$ cat config.mk
export PLATFORM = sky130hd
export DESIGN_NAME = cp0_regfile_flat
export DESIGN_NICKNAME = d
export VERILOG_FILES = /design/src/rtl/cp0_regfile_if.sv /design/src/rtl/cp0_regfile.sv /design/src/flat_wrapper.sv
export SDC_FILE = /design/constraint.sdc
export NUM_CORES = 1
export LEC_CHECK = 0
export CORE_AREA = 5 5 123 125
export CTS_CLUSTER_SIZE = 8
export DETAILED_ROUTE_END_ITERATION = 7
export DIE_AREA = 0 0 128 130
export GPL_ROUTABILITY_DRIVEN = 0
export PLACE_DENSITY_LB_ADDON = 0.2
export SYNTH_ARGS = -nofsm -noshare
export SYNTH_HDL_FRONTEND = slang
export SYNTH_SLANG_ARGS = --single-unit
$ cat constraint.sdc
create_clock -name clock -period 2.05 [get_ports clock]
set_input_delay 0.41 -clock clock [delete_from_list [all_inputs] [get_ports clock]]
set_output_delay 0.41 -clock clock [all_outputs]
set_load 0.05 [all_outputs]
$ cat src/rtl/cp0_regfile_if.sv
// Decode/pipeline-control side bus of the CP0 register bank.
// Timer signals exist only when CP0_TIMER_EN is defined.
interface cp0_regfile_if;
`ifdef CP0_TIMER_EN
    logic        Compare_write;
    logic [31:0] Compare_write_data;
    logic [31:0] Count_read_data;
    logic [31:0] Compare_read_data;
`endif
    logic        Status_write;
    logic [31:0] Status_write_data;
    logic        Cause_write;
    logic [31:0] Cause_write_data;
    logic        EPC_write;
    logic [31:0] EPC_write_data;
    logic [31:0] Status_read_data;
    logic [31:0] Cause_read_data;
    logic [31:0] EPC_read_data;
    logic [5:0]  Interrupt_in;
    logic [31:0] PC_interrupted;
    logic        Interrupt_request;
    logic        Interrupt_ack;
    logic [31:0] PC_interrupt;

    modport master (
`ifdef CP0_TIMER_EN
        output Compare_write, Compare_write_data,
        input  Count_read_data, Compare_read_data,
`endif
        output Status_write, Status_write_data,
        output Cause_write, Cause_write_data,
        output EPC_write, EPC_write_data,
        input  Status_read_data, Cause_read_data, EPC_read_data,
        output Interrupt_in, PC_interrupted, Interrupt_ack,
        input  Interrupt_request, PC_interrupt
    );

    modport slave (
`ifdef CP0_TIMER_EN
        input  Compare_write, Compare_write_data,
        output Count_read_data, Compare_read_data,
`endif
        input  Status_write, Status_write_data,
        input  Cause_write, Cause_write_data,
        input  EPC_write, EPC_write_data,
        output Status_read_data, Cause_read_data, EPC_read_data,
        input  Interrupt_in, PC_interrupted, Interrupt_ack,
        output Interrupt_request, PC_interrupt
    );
endinterface

$ cat src/rtl/cp0_regfile.sv
// CP0 Status/Cause/EPC bank with synchronized external interrupts and a request/ack handshake.
// Optional Count/Compare timer on IP[15] is built when CP0_TIMER_EN is defined.
module cp0_regfile #(
    parameter logic [31:0] HANDLER_ADDR = 32'h0000F000,
    parameter int          SYNC_STAGES  = 2,
    parameter logic [31:0] STATUS_RESET = 32'h0000FF01
) (
    input logic          clock,
    input logic          reset,
    cp0_regfile_if.slave bus
);
    typedef enum logic [1:0] {IDLE, REQUEST, SERVICE} state_e;

    localparam int SYNC_N = (SYNC_STAGES < 2) ? 2 : SYNC_STAGES;

    logic [31:0] status_q, status_d;
    logic [31:0] cause_q, cause_d;
    logic [31:0] epc_q, epc_d;
    logic [SYNC_N-1:0][5:0] sync_q, sync_d;
    logic [5:0]  line_prev_q, line_prev_d;
    state_e      state_q, state_d;

    logic [5:0]  edges;
    logic [5:0]  hw_set;
    logic [5:0]  ip_hw_keep;
    logic        any_write;
    logic        compare_clr;
    logic        pend;
    logic        take_irq;
    logic        request;

    // Sync chain shifts toward the top index; edge detection uses one extra flop.
    always_comb begin
        sync_d      = {sync_q[SYNC_N-2:0], bus.Interrupt_in};
        line_prev_d = sync_q[SYNC_N-1];
    end

    assign edges = sync_q[SYNC_N-1] & ~line_prev_q;

`ifdef CP0_TIMER_EN
    logic [31:0] count_q, count_d;
    logic [31:0] compare_q, compare_d;
    logic        timer_hit;

    always_comb begin
        count_d   = count_q + 32'd1;
        compare_d = bus.Compare_write ? bus.Compare_write_data : compare_q;
    end

    assign timer_hit   = (count_q == compare_q) && (compare_q != 32'd0);
    assign hw_set      = edges | {timer_hit, 5'd0};
    assign compare_clr = bus.Compare_write;
    assign any_write   = bus.Status_write | bus.Cause_write | bus.EPC_write | bus.Compare_write;

    assign bus.Count_read_data   = count_q;
    assign bus.Compare_read_data = compare_q;

    always_ff @(posedge clock or negedge reset) begin
        if (!reset) begin
            count_q   <= 32'd0;
            compare_q <= 32'd0;
        end else begin
            count_q   <= count_d;
            compare_q <= compare_d;
        end
    end
`else
    assign hw_set      = edges;
    assign compare_clr = 1'b0;
    assign any_write   = bus.Status_write | bus.Cause_write | bus.EPC_write;
`endif

    assign pend = status_q[0] & (|(cause_q[15:8] & status_q[15:8]));

    always_comb begin
        state_d  = state_q;
        take_irq = 1'b0;
        request  = 1'b0;
        case (state_q)
            IDLE: begin
                if (pend) state_d = REQUEST;
            end
            REQUEST: begin
                request = 1'b1;
                // A decode write in the ack cycle is a synchronous exception and wins.
                if (bus.Interrupt_ack) begin
                    if (any_write) begin
                        state_d = IDLE;
                    end else begin
                        take_irq = 1'b1;
                        state_d  = SERVICE;
                    end
                end else if (!pend) begin
                    state_d = IDLE;
                end
            end
            SERVICE: begin
                if (status_q[0]) state_d = IDLE;
            end
            default: state_d = IDLE;
        endcase
    end

    always_comb begin
        status_d   = status_q;
        cause_d    = cause_q;
        epc_d      = epc_q;
        ip_hw_keep = cause_q[15:10] & ~{compare_clr, 5'd0};
        if (bus.Status_write) status_d = bus.Status_write_data;
        if (bus.EPC_write)    epc_d    = bus.EPC_write_data;
        if (bus.Cause_write) begin
            cause_d    = bus.Cause_write_data;
            ip_hw_keep = ip_hw_keep & bus.Cause_write_data[15:10];
        end
        if (take_irq) begin
            epc_d       = bus.PC_interrupted;
            cause_d[6:2] = 5'd0;
            status_d[0] = 1'b0;
        end
        // Software can only clear hardware pending bits; a new edge always sets.
        cause_d[15:10] = ip_hw_keep | hw_set;
    end

    always_ff @(posedge clock or negedge reset) begin
        if (!reset) begin
            status_q    <= STATUS_RESET;
            cause_q     <= 32'd0;
            epc_q       <= 32'd0;
            sync_q      <= '0;
            line_prev_q <= 6'd0;
            state_q     <= IDLE;
        end else begin
            status_q    <= status_d;
            cause_q     <= cause_d;
            epc_q       <= epc_d;
            sync_q      <= sync_d;
            line_prev_q <= line_prev_d;
            state_q     <= state_d;
        end
    end

    assign bus.Status_read_data  = status_q;
    assign bus.Cause_read_data   = cause_q;
    assign bus.EPC_read_data     = epc_q;
    assign bus.Interrupt_request = request;
    assign bus.PC_interrupt      = request ? HANDLER_ADDR : 32'hFFFFFFFF;
endmodule

$ cat src/flat_wrapper.sv
// flat-port wrapper written by rule: the top's interface ports become plain ports
module cp0_regfile_flat 
#(
    parameter logic [31:0] HANDLER_ADDR = 32'h0000F000,
    parameter int          SYNC_STAGES  = 2,
    parameter logic [31:0] STATUS_RESET = 32'h0000FF01
)
  (clock, reset, bus_Status_write, bus_Status_write_data, bus_Cause_write, bus_Cause_write_data, bus_EPC_write, bus_EPC_write_data, bus_Status_read_data, bus_Cause_read_data, bus_EPC_read_data, bus_Interrupt_in, bus_PC_interrupted, bus_Interrupt_ack, bus_Interrupt_request, bus_PC_interrupt);
  cp0_regfile_if bus_i ();
  input logic clock;
  input logic reset;
  input wire logic [$bits(bus_i.Status_write)-1:0] bus_Status_write;
  input wire logic [$bits(bus_i.Status_write_data)-1:0] bus_Status_write_data;
  input wire logic [$bits(bus_i.Cause_write)-1:0] bus_Cause_write;
  input wire logic [$bits(bus_i.Cause_write_data)-1:0] bus_Cause_write_data;
  input wire logic [$bits(bus_i.EPC_write)-1:0] bus_EPC_write;
  input wire logic [$bits(bus_i.EPC_write_data)-1:0] bus_EPC_write_data;
  output wire logic [$bits(bus_i.Status_read_data)-1:0] bus_Status_read_data;
  output wire logic [$bits(bus_i.Cause_read_data)-1:0] bus_Cause_read_data;
  output wire logic [$bits(bus_i.EPC_read_data)-1:0] bus_EPC_read_data;
  input wire logic [$bits(bus_i.Interrupt_in)-1:0] bus_Interrupt_in;
  input wire logic [$bits(bus_i.PC_interrupted)-1:0] bus_PC_interrupted;
  input wire logic [$bits(bus_i.Interrupt_ack)-1:0] bus_Interrupt_ack;
  output wire logic [$bits(bus_i.Interrupt_request)-1:0] bus_Interrupt_request;
  output wire logic [$bits(bus_i.PC_interrupt)-1:0] bus_PC_interrupt;
  assign bus_i.Status_write = bus_Status_write;
  assign bus_i.Status_write_data = bus_Status_write_data;
  assign bus_i.Cause_write = bus_Cause_write;
  assign bus_i.Cause_write_data = bus_Cause_write_data;
  assign bus_i.EPC_write = bus_EPC_write;
  assign bus_i.EPC_write_data = bus_EPC_write_data;
  assign bus_Status_read_data = bus_i.Status_read_data;
  assign bus_Cause_read_data = bus_i.Cause_read_data;
  assign bus_EPC_read_data = bus_i.EPC_read_data;
  assign bus_i.Interrupt_in = bus_Interrupt_in;
  assign bus_i.PC_interrupted = bus_PC_interrupted;
  assign bus_i.Interrupt_ack = bus_Interrupt_ack;
  assign bus_Interrupt_request = bus_i.Interrupt_request;
  assign bus_PC_interrupt = bus_i.PC_interrupt;
  cp0_regfile #(.HANDLER_ADDR(HANDLER_ADDR), .SYNC_STAGES(SYNC_STAGES), .STATUS_RESET(STATUS_RESET)) u_core (.clock(clock), .reset(reset), .bus(bus_i));
endmodule
* Yosys cells after proc, flatten, opt, wreduce, memory -nomap -nowiden
Index checks and enable logic that the tools add are counted.
Widths: inputs -> output; s select.
** Storage, ports and cells
- Logic and storage cells :: 47
- Output and inout port bits :: 129
- Register bits :: 116
- Input bits :: 140
** Operators by class
- Multiplexer cells :: 18
- Equal/unequal tests :: 5
- Bitwise operators :: 8
- Reduce and logical (&&, ||, !) cells :: 6
** Operator list (count)
- $mux 32 :: 3
- $and 6x6->6 :: 2
- $mux 2 :: 5
- $and 8x8->8 :: 1
- $reduce_or 8->1 :: 1
- $mux 7 :: 1
- $mux 1 :: 6
- $mux 6 :: 1
- $not 6->6 :: 1
- $or 6x6->6 :: 1
- $pmux 2 s3 :: 1
- $reduce_bool 2->1 :: 3
- $mux 5 :: 1
- $ne 2x1->1 const B :: 2
- $ne 3x3->1 const B :: 1
- $reduce_and 3->1 :: 1
- $eq 2x1->1 const B :: 1
- $eq 2x2->1 const B :: 1
- $logic_not 2->1 :: 1
- $or 1x1->1 :: 2
- $and 1x1->1 :: 1

* Depth between registers and ports, before layout
- Depth after elaboration :: 6
- Gate-level depth with buffers :: 6
- Mapped depth without buffers :: 4

* Least setup slack after synthesis
No wires, ideal clock.
- Path kind :: reg2reg
- Start point :: register u_core.state_q[1]
- End point :: register u_core.epc_q[0] (netlist: u_core.bus.EPC_read_data[0])
- Cell stages (with the launch flop) :: 6
- Data required time :: 1.924 ns
- Library setup time :: 0.126 ns
- Arrival time :: 3.187 ns
- Buffers on the path :: 1
- Clock period less this slack :: 3.313 ns
- Path slack :: -1.263 ns
- Cell sequence :: dfrtp_1 nor2b_1 clkinv_1 o21ba_4 buf_6 a221o_1
** On the way
- Word-level cells in the longest chain between the ends :: 3
- Elaborated cells on any way between the ends :: 4
- Classes of those cells :: eq/ne (1); mux (2); reduce/logical (1)
** RTL lines
- start, declared :: RTL line cp0_regfile.sv:21 : state_e state_q, state_d;
- start signal, assigned :: RTL line cp0_regfile.sv:138 : state_q <= state_d;
- $eq 2x1->1 (*) :: RTL line cp0_regfile.sv:79 : case (state_q)
- $mux 1 (*) :: RTL line cp0_regfile.sv:79
- $mux 32 / $reduce_bool 2->1 (equally long branches)
- end signal, assigned :: RTL line cp0_regfile.sv:135 : epc_q <= epc_d;
- end, declared :: RTL line cp0_regfile.sv:18 : logic [31:0] epc_q, epc_d;
Mark *: on every way between the ends. The rest lies on a longest branch, timed or not.
A chain may end at the register's enable or synchronous reset.

* Final worst setup path
- Start point :: register u_core.epc_q[14] (netlist: u_core.bus.EPC_read_data[14])
- End point :: output port bus_EPC_read_data[14]
** RTL lines
- end, declared :: RTL line flat_wrapper.sv:20 : output wire logic [$bits(bus_i.EPC_read_data)-1:0] bus_EPC_read_data;
No word-level cell between the ends.

==> impl_metrics.tcl <==
set metrics [dict create \
    syn-cell-area_mm2 0.004626 \
    dp.cells 738 \
    nFillCells 1148 \
    fin_crit_sh_pct 97.55 \
    drive_gt1_share_pct 24.70 \
    p_leak_nw 3.359 \
    finalHoldViolCount 0 \
    hp-start "u_core.sync_d[11]" \
    end_kind "output pin" \
    status "complete, no violations" \
    synth-seq-cells 116 \
    required_ps 1640 \
    crit_cells 1 \
    layout_common_cells "clkdlybuf4s50_1 (217), dfrtp_1 (107), mux2_2 (52)" \
    intPower_mw 5.341 \
    ios 269 \
    hp-class "flip-flop to flip-flop" \
    clk_latency_ps 400 \
    switching_share_pct 32.92 \
    dieWidth_um 128 \
    cts-root-buf "clkbuf_16" \
    routed_wl_um 13070 \
    drv_slew 0 \
    final_common_cell "clkdlybuf4s50_1" \
    slowest_stage "clkdlybuf4s50_1" \
    synth_edf_count 0 \
    start_kind "flip-flop" \
    antenna_found_initial 0 \
    totalPowerFinal_mw 7.962 \
    setup_viol_count_final 0 \
    die_y_um 130 \
    crit_family "buffers and inverters" \
    layout_setup_ws_ps 50.24 \
    clk_pin_slew_worst_paths_ps 50 \
    cts_tree "done" \
    reg2reg_from "u_core.state_q[1]" \
    synth-async-reset-ratio_pct 100.0 \
    critical_path_arrival_ps 1590 \
    synth_cell_types 26 \
    vias 3547 \
    grt_pass1_wl_um 19740 \
    max_freq_ghz 0.5001 \
    r2r_end "u_core.bus.EPC_read_data[11]" \
    fin_cells 771 \
    synthFlopType "dfrtp_1" \
    areaGrowthSynthToFinish_pct 69.11 \
    drt_iter0_drc 126 \
    io_buffers 264 \
    max_stage_delay_ps 830 \
    crit_chain "clkdlybuf4s50_1" \
    maxCapViolations 0 \
    final_area_mm2 0.007823 \
    fin_crit_ps 2000 \
    drc 0 \
    antennaDiodeCount 0 \
    crit_fanout 2 \
    switchingPower_mw 2.621 \
    syn_area_per_cell_um2 13.93 \
    drt_pass1_iterations 4 \
    min_to "u_core.line_prev_d[5]" \
    cts_made_buffers 17 \
    core_mm2 0.01377 \
    track_usage_pct 15.50 \
    p_seq_share_pct 33.2 \
    tns_ps 0 \
    place_ws_ps -245.0 \
    hold_depth 0 \
    rows 43 \
    cts_max_level 4 \
    vias_per_cell 4.601 \
    worst_slew_pin_slew_ps 552.6 \
    maxSlewHeadroom_pct 63.04 \
    r2r_cells 4 \
    critPathKind "flip-flop to output pin" \
    hpwl_um 10090 \
    seq_area_frac_synth_pct 63.00 \
    place_area_mm2 0.007183 \
    dieArea_mm2 0.01664 \
    overflow 0 \
    grt_pass1_vias 3694 \
    ant_nets 0 \
    utilization_pct 56.80 \
    clock_path_buffers 2 \
    fin_worst_skew_ps 5.889 \
    cts_setup_buffers 0 \
    clock_sinks 116 \
    powerDensity_mw_per_mm2 1018 \
    grt_max_degree 41 \
    initial_core_util_pct 33.58 \
    synth_warnings 0 \
    ir_worst_vdd_uv 504.1 \
    drt-wirelength-per-cell_um 16.95 \
    pwr-share-comb_pct 29.3 \
    rsz0062_at_grt "no" \
    nets 718 \
    clkPwrFrac_pct 37.4 \
    synthCells 332 \
    cp.buffers_inverters 1 \
    reg2reg_setup_slack_ps 410 \
    holdWs_ps 347.2 \
]
## worst register-to-register path: cells and delay by family (launching register included)
family          cells  cell delay (ps)
compound gates      2              750
flops               1              420
buf+inv             1              200
simple gates        1              160
## timing repair
action                     4_1_cts  5_1_grt
hold endpoints to repair        18        0
setup endpoints to repair        0        6
hold buffers                     1        0
resized for setup                0        6
## power groups by stage
stage | sequential, mW | clock [mW] | combinational (mW)
6_report | 2.65 | 2.98 | 2.33
5_1_grt | 2.67 | 3.17 | 2.43
4_1_cts | 2.65 | 3.06 | 2.37
3_5_place_dp | 2.68 | 0 | 2.36
3_3_place_gp | 2.68 | 0 | 2.35
2_1_floorplan | 3.35 | 0 | 0.865
## registers in the layout (all words and copies together) (netlist names)
register,count
u_core.bus.Cause_read_data,32
u_core.state_q,2
u_core.sync_d,6
u_core.bus.Status_read_data,32
u_core.bus.EPC_read_data,32
u_core.line_prev_d,6
u_core.line_prev_q,6
## synth_stat cells (2+ instances only)
master / n / share of area [%]
buf_4: 31 / 5.0
and2_1: 32 / 4.3
mux2_2: 52 / 13
dfrtp_1: 107 / 58
a221o_1: 32 / 6.9
buf_2: 4 / 0.43
dfstp_2: 9 / 5.1
nand2_1: 6 / 0.49
a22oi_1: 4 / 0.65
clkbuf_1: 9 / 0.73
o21ai_0: 22 / 2.4
inv_1: 7 / 0.57
buf_6: 3 / 0.73
nor2_1: 2 / 0.16
## worst max-delay path by stage
stage,start,slack [ps],to
final,u_core.bus.EPC_read_data[14],50,bus_EPC_read_data[14]
after CTS,u_core.bus.Cause_read_data[11],5,bus_Cause_read_data[11]
after global routing,u_core.bus.EPC_read_data[25],0.06,bus_EPC_read_data[25]
after floorplan,bus_Cause_write,120,u_core.bus.EPC_read_data[0]
after global placement,bus_Cause_write,-230,u_core.bus.EPC_read_data[12]
after detailed placement,bus_Cause_write,-250,u_core.bus.EPC_read_data[17]
## metal layers
metal / vias up / routed length, µm / GRT usage [%]
met4: 0 / 276 / 6.929
met3: 19 / 987 / 4.871
met2: 144 / 6975 / 26.68
met5: - / 0 / 0
met1: 1735 / 4827 / 17.77
li1: 1649 / - / -
## layout make-up
cell class	count	area, µm²	share of cell area [%]
multi-input combinational	162	1371	17.53
tap	180	225.2	2.879
inverter	8	35.03	0.4479
timing repair buffer	273	2663	34.04
clock buffer	22	494.2	6.318
clock inverter	10	120.1	1.536
sequential	116	2914	37.25
## cells by family after synthesis
family	synth area share, %
buf+inv	7.763
other cells	0.08107
compound gates	10.47
simple gates	5.816
flops	63.00
mux	12.88
Power figures use the tool's default switching activity.
